`src/rtl/cyclic_lamp.sv`:
```
// Free-running RED -> GREEN -> YELLOW lamp sequencer with per-phase hold counts.
// The lamp bus is registered alongside the state so it always matches the current phase.
`timescale 1ns/1ps
module cyclic_lamp #(
  parameter int RED_CYCLES    = 4,
  parameter int GREEN_CYCLES  = 3,
  parameter int YELLOW_CYCLES = 1
) (
  input  logic       clk,
  input  logic       rst_n,
  output logic [0:2] light
);

  localparam int MAX_CYC =
    (RED_CYCLES > GREEN_CYCLES) ?
      ((RED_CYCLES > YELLOW_CYCLES) ? RED_CYCLES : YELLOW_CYCLES) :
      ((GREEN_CYCLES > YELLOW_CYCLES) ? GREEN_CYCLES : YELLOW_CYCLES);
  localparam int CNT_W = $clog2(MAX_CYC) + 1;

  localparam logic [CNT_W-1:0] RED_LAST    = CNT_W'(RED_CYCLES - 1);
  localparam logic [CNT_W-1:0] GREEN_LAST  = CNT_W'(GREEN_CYCLES - 1);
  localparam logic [CNT_W-1:0] YELLOW_LAST = CNT_W'(YELLOW_CYCLES - 1);
  localparam logic [CNT_W-1:0] CNT_ONE     = CNT_W'(1);

  localparam logic [0:2] LAMP_RED    = 3'b100;
  localparam logic [0:2] LAMP_GREEN  = 3'b010;
  localparam logic [0:2] LAMP_YELLOW = 3'b001;

  typedef enum logic [1:0] {
    S_RED    = 2'b00,
    S_GREEN  = 2'b01,
    S_YELLOW = 2'b10
  } state_e;

  // Plain vector so the spare code 2'b11 stays representable and recoverable.
  logic [1:0]       state_q;
  logic [CNT_W-1:0] cnt_q;
  logic [0:2]       light_q;

  always_ff @(posedge clk) begin
    if (!rst_n) begin
      state_q <= S_RED;
      cnt_q   <= '0;
      light_q <= LAMP_RED;
    end else begin
      case (state_q)
        S_RED: begin
          if (cnt_q == RED_LAST) begin
            state_q <= S_GREEN;
            cnt_q   <= '0;
            light_q <= LAMP_GREEN;
          end else begin
            cnt_q   <= cnt_q + CNT_ONE;
            light_q <= LAMP_RED;
          end
        end
        S_GREEN: begin
          if (cnt_q == GREEN_LAST) begin
            state_q <= S_YELLOW;
            cnt_q   <= '0;
            light_q <= LAMP_YELLOW;
          end else begin
            cnt_q   <= cnt_q + CNT_ONE;
            light_q <= LAMP_GREEN;
          end
        end
        S_YELLOW: begin
          if (cnt_q == YELLOW_LAST) begin
            state_q <= S_RED;
            cnt_q   <= '0;
            light_q <= LAMP_RED;
          end else begin
            cnt_q   <= cnt_q + CNT_ONE;
            light_q <= LAMP_YELLOW;
          end
        end
        default: begin
          state_q <= S_RED;
          cnt_q   <= '0;
          light_q <= LAMP_RED;
        end
      endcase
    end
  end

  assign light = light_q;

endmodule

```
`config.mk`:
```
export PLATFORM = sky130hd
export DESIGN_NAME = cyclic_lamp
export DESIGN_NICKNAME = d
export VERILOG_FILES = /design/src/rtl/cyclic_lamp.sv
export SDC_FILE = /design/constraint.sdc
export NUM_CORES = 1
export LEC_CHECK = 0
export ABC_AREA = 1
export CAP_MARGIN = 20
export CORE_AREA = 2 2 39 41
export CTS_BUF_LIST = sky130_fd_sc_hd__clkbuf_8
export DETAILED_ROUTE_END_ITERATION = 10
export DIE_AREA = 0 0 41 43
export GPL_ROUTABILITY_DRIVEN = 1
export PLACE_DENSITY_LB_ADDON = 0.3
export SYNTH_ARGS = -nofsm -noshare
export SYNTH_HDL_FRONTEND = slang
export SYNTH_SLANG_ARGS = --single-unit
```
`constraint.sdc`:
```
create_clock -name clk -period 1.6 [get_ports clk]
set_clock_uncertainty 0.1 [all_clocks]
set_input_delay 0.32 -clock clk [delete_from_list [all_inputs] [get_ports clk]]
set_output_delay 0.32 -clock clk [all_outputs]
set_load 0.05 [all_outputs]
```
==> metrics.cfg, run 1 <==
[layout]
fin_area_um2 = 531
final_util_pct = 38.3
final_cell_mix = inv_1, dfxtp_1, nand2_1
nNetsFinal = 66
layout_commonest_cell = inv_1
n_antenna_cell = 0
syn2layout_area_growth_pct = 32.9
drive_gt1_share_pct = 24.6

[synthesis]
synthCells = 50
synth_top_cell_by_area = dfxtp_1
yosysWarnings = 0
syn_area_um2 = 399
seq_area_frac_synth_pct = 40.1
synth.top_cell.area_share_pct = 40.1
synth.distinct_cells = 10
synth_area_leaders = dfxtp_1, ha_1, inv_1
avgSynthCellArea_um2 = 7.98
ys_seq_elements = 8
synth_nets = 57

[critical_path]
path_cells = ha_1 -> ha_1 -> inv_1 -> nand3_1 -> nand3_1 -> nand2_1 -> inv_1
timing.rr.start = cnt_q[0]
critical_path.top_delay_family = adder cells
worst-path-buf-inv = 2
timing.rr.end = cnt_q[2]
arrival_ns = 1.34
critPathMaxStageDelay_ns = 0.33
ff2ff_setup_slack_ns = 0.29
critical_path.startpoint_type = flip-flop
cp-end-kind = flip-flop
reg2reg_depth = 7
crit_path_max_fanout = 3
critPathSlowestCell = dfxtp_1
critPathKind = reg -> reg
worst_ep_required_time_ns = 1.63

[clock_network]
clkTransAtPathRegs_ns = 0.04
cts_max_path_buffers = 2
cts_sinks = 8
clock_latency_ns = 0.23
cts_tree = built
cts_resized = 0
ctsHoldBuffers = 0
htree_levels = 1
cts_buffers = 3
post_cts_buffers = 0
cts_root_buf = clkbuf_8

[drt]
vias_per_cell = 4.16
postRouteWirelength_um = 663
dr.first_iter.drc_count = 2
dr_total_vias = 304
drtPass1Iterations = 2
ant_nets = 0
drc = 0
wl_per_cell_um = 9.08

[die]
io_pins = 5
die_area_um2 = 1760
die_x_um = 41
initial_utilization_pct = 28.8
coreArea_um2 = 1380
rows = 14
die_h_um = 43

[global_route]
grt_pass1_vias = 296
grt_pass1_wl_um = 1170
grt_max_degree = 7
globalRoute.totalOverflow = 0
grt_usage_pct = 10.7
antenna_found_initial = 0

[timing]
max_freq_ghz = 0.762
slew_violations = 0
post-route-period-util_pct = 82.0
setup_viol = 0
hold_viol_final = 0
fin_setup_tns_ns = 0
whs_ns = 0.360
rsz0062_at_grt = no
relSlewSlack_pct = 85.0
tightest_slew_ns = 0.224
fin_crit_ns = 1.31

[worst_hold_path]
hp-class = reg -> reg
holdPathEnd = cnt_q[0]
min_from = cnt_q[0]
hold_path_depth = 1

[placed_design]
dp_hpwl_um = 526
gp_congestion = 0.852
postPlaceCellArea_um2 = 489
numPortBuffers = 4

[status]
status = finished, final reports clean

[power_and_ir_drop]
peakVddDrop_uv = 553
leakage_nw = 0.240
power_density_nw_per_um2 = 1230

[run]
drv_cap = 0

logic make-up after synthesis:
kind of cell               after synthesis  synth area share (%)
buffers and inverters                   10                  9.41
and+or+nand+nor                         22                  28.5
AOI/OAI and AO/OA                        5                  6.27
adders and majority gates                5                  15.7
DFF                                      8                  40.1
cells in the mapped netlist:
cell / n
nand2_1: 7
inv_1: 10
nand2_2: 3
ha_1: 5
nor2_1: 1
nor2_2: 4
nand3_1: 6
a21oi_1: 5
dfxtp_1: 8
nand3_2: 1
worst max-delay path by stage:
| stage | start | cells after the start | slack [ns] | endpoint |
|---|---|---|---|---|
| 2_1_floorplan | cnt_q[0] | 7 | 0.37 | cnt_q[2] |
| 5_1_grt | cnt_q[0] | 7 | 0.21 | cnt_q[2] |
| 6_report | cnt_q[0] | 7 | 0.29 | cnt_q[2] |
| 4_1_cts | cnt_q[0] | 7 | 0.28 | cnt_q[2] |
| 3_3_place_gp | rst_n | 4 | 0.22 | light[0] |
| 3_5_place_dp | rst_n | 4 | 0.20 | light[0] |
power by group:
group / total, mW / switching [mW] / internal [mW]
clock network: 0.239 / 0.0765 / 0.163
registers: 0.246 / 0.0210 / 0.225
logic: 0.170 / 0.0986 / 0.0713
total: 0.655 / 0.196 / 0.459
sequential cells by signal (all words and copies together), names as in the netlist:
register	count
state_q	2
cnt_q	3
light	3
metrics by stage:
step,std cells,power (mW),worst slack [ns]
6_report,73,0.655,0.288
5_1_grt,73,0.697,0.207
4_1_cts,73,0.665,0.276
3_5_place_dp,70,0.422,0.202
3_3_place_gp,70,0.421,0.219
2_1_floorplan,50,0.363,0.366
final cells by class:
class | instances | area (um2)
clock buffer | 3 | 41.3
fill | 141 | 853
inverter | 10 | 37.5
multi-input combinational | 32 | 201
sequential | 8 | 160
tap | 16 | 20.0
timing repair buffer | 4 | 70.1
worst reg2reg max path: stages, from the launching register on:
cell     delay, ns
dfxtp_1       0.33
ha_1          0.23
ha_1          0.27
inv_1         0.04
nand3_1       0.07
nand3_1       0.07
nand2_1       0.06
inv_1         0.03
routing by layer:
metal / global-route usage, % / wire length, um / vias to the layer above
li1: - / - / 172
met1: 12.7 / 292 / 122
met2: 13.4 / 319 / 7
met3: 6.28 / 30 / 3
met4: 8.00 / 21 / 0
met5: 0 / 0 / -
No activity file was read; power rests on OpenSTA's default activity.
==> run 2, diff against run 1 <==
==> constraint.sdc (replaced) <==
create_clock -name clk -period 1.25 [get_ports clk]
set_clock_uncertainty 0.1 [all_clocks]
set_input_delay 0.25 -clock clk [delete_from_list [all_inputs] [get_ports clk]]
set_output_delay 0.25 -clock clk [all_outputs]
set_load 0.05 [all_outputs]
==> run 2 against run 1 <==
The flow now finishes with violations (negative setup slack). Non-clock buffer count is 5 higher. Sequential cell count stayed put. First-iteration DRC count increased to 3.5 times the previous value. Via count rose by 20%. Clock power up 32%. Power rose by 51%. Critical path depth is 1 higher. Routed wire length rose by 37%. Cell count grew 6.8%.
==> metrics.cfg, run 2 (same netlist as run 1, synthesis figures left out) <==
[critical_path]
worst_ep_required_time_ns = 1.28  ; -0.35 ns
reg2reg_depth = 8  ; +1
critical_path.startpoint_type = flip-flop
critPathKind = reg -> reg
timing.rr.start = cnt_q[0]
cp-end-kind = flip-flop
ff2ff_setup_slack_ns = -0.009  ; -0.30 ns
crit_path_max_fanout = 3  ; unchanged
arrival_ns = 1.29  ; -0.05 ns
timing.rr.end = cnt_q[2]

[worst_hold_path]
min_from = cnt_q[0]
hp-class = reg -> reg
holdPathEnd = cnt_q[0]
hold_path_depth = 2  ; +1

[power_and_ir_drop]
p_comb_share_pct = 35.3  ; +9.4 points
power_mw = 0.992  ; +51%
power.switching_mw = 0.322  ; +64%
seq_power_share_pct = 32.9  ; -4.7 points
clkPwrFrac_pct = 31.8  ; -4.7 points
cellInternalPower_mw = 0.670  ; +46%
peakVddDrop_uv = 959  ; +73%
power_density_nw_per_um2 = 1520  ; +23%
leakage_nw = 0.272  ; +13%
p_sw_share_pct = 32.5  ; +2.6 points

[timing]
finalWorstSetupSlack_ns = -0.00929  ; -0.298 ns
relSlewSlack_pct = 83.4  ; -1.6 points
post-route-period-util_pct = 101  ; +19 points
hold_viol_final = 0  ; unchanged
fin_crit_ns = 1.26  ; -0.0525 ns
max_freq_ghz = 0.794  ; +4.2%
setup_viol = 1  ; +1
fin_setup_tns_ns = -0.00929  ; -0.00929 ns
tightest_slew_ns = 0.249  ; +0.0251 ns
slew_violations = 0  ; unchanged
rsz0062_at_grt = yes

[die]
io_pins = 5  ; unchanged
die_x_um = 41  ; unchanged
die_h_um = 43  ; unchanged
initial_utilization_pct = 28.8  ; unchanged
die_area_um2 = 1760  ; unchanged
rows = 14  ; unchanged
coreArea_um2 = 1380  ; unchanged

[drt]
drc = 0  ; unchanged
postRouteWirelength_um = 906  ; +37%
wl_per_cell_um = 11.6  ; +28%
drtPass1Iterations = 2  ; unchanged
vias_per_cell = 4.67  ; +12%
dr.first_iter.drc_count = 7  ; +5
dr_total_vias = 364  ; +20%
ant_nets = 0  ; unchanged

[global_route]
grt_max_degree = 6  ; -1
globalRoute.totalOverflow = 0  ; unchanged
grt_usage_pct = 11.0  ; +0.27 points
antenna_found_initial = 0  ; unchanged
grt_pass1_vias = 314  ; +6.1%
grt_pass1_wl_um = 1210  ; +3.5%

[placed_design]
pre_cts_ws_ns = -0.0639  ; -0.266 ns
numPortBuffers = 4  ; unchanged
dp_hpwl_um = 537  ; +2.1%
gp_congestion = 0.784  ; -8.0%

[clock_network]
cts_root_buf = clkbuf_8
clkTransAtPathRegs_ns = 0.04  ; about the same
cts_max_path_buffers = 2  ; unchanged
cts_tree = built
cts_buffers = 3  ; unchanged
htree_levels = 1  ; unchanged
clock_latency_ns = 0.23  ; about the same
ctsHoldBuffers = 0  ; unchanged
cts_sinks = 8  ; unchanged

[layout]
drive_gt1_share_pct = 58.1  ; +34 points
final_util_pct = 47.1  ; +8.8 points
n_antenna_cell = 0  ; unchanged
nNetsFinal = 71  ; +7.6%
num-fill-cells = 131  ; -7.1%
syn2layout_area_growth_pct = 63.3
layout_commonest_cell = nand2_2
final_cell_mix = nand2_2, inv_1, dfxtp_1

[status]
status = finished, violations left
violations = negative setup slack

[run]
drv_cap = 0  ; unchanged

==> run 2: metrics by stage <==
step / cell area (um2) / cells / hold WS (ns)
CTS: 549 / 75 / 0.314
finish: 652 / 78 / 0.442
global route: 652 / 78 / 0.453
global placement: 504 / 72 / 0.338
floorplan: 399 / 50 / 0.248
detailed placement: 504 / 72 / 0.343
==> run 2: area by class of cell <==
class	instances	area, um2	share of cell area, %
inverter	10	37.5	5.76
tap	16	20.0	3.07
sequential	8	165	25.3
timing repair buffer	9	111	17.1
clock buffer	3	41.3	6.33
multi-input combinational	32	277	42.4
==> run 2: how the worst max path moves through the flow <==
| stage | cells after the start | from | endpoint |
|---|---|---|---|
| after CTS | 7 | cnt_q[1] | cnt_q[2] |
| after detailed placement | 4 | rst_n | light[0] |
| after global placement | 5 | rst_n | cnt_q[0] |
| after floorplan | 7 | cnt_q[0] | cnt_q[2] |
| after global routing | 8 | cnt_q[0] | cnt_q[2] |
| final | 8 | cnt_q[0] | cnt_q[2] |
==> run 2: per-layer routing <==
metal,track usage [%],wire length [um],vias up
met5,0,0,-
met4,4.00,47,0
li1,-,-,180
met2,15.9,490,12
met1,12.0,333,166
met3,7.85,35,6
==> run 2: timing repair <==
item,CTS,global route
setup endpoints to repair,1,3
pin swaps,1,8
hold endpoints to repair,0,0
setup buffers,0,3
gates resized for setup,2,20
==> run 2: critical path, stage by stage (launching register included) <==
cell	delay, ns
dfxtp_4	0.36
ha_4	0.15
buf_4	0.10
inv_1	0.03
ha_1	0.16
nand2_1	0.08
nand3_2	0.07
nand2_1	0.06
inv_1	0.03
==> run 2: power groups by stage <==
stage	Clock [mW]	Sequential (mW)	Combinational, mW
detailed placement	0	0.316	0.234
global route	0.338	0.330	0.383
CTS	0.325	0.314	0.235
floorplan	0	0.341	0.124
global placement	0	0.315	0.232
finish	0.315	0.327	0.350
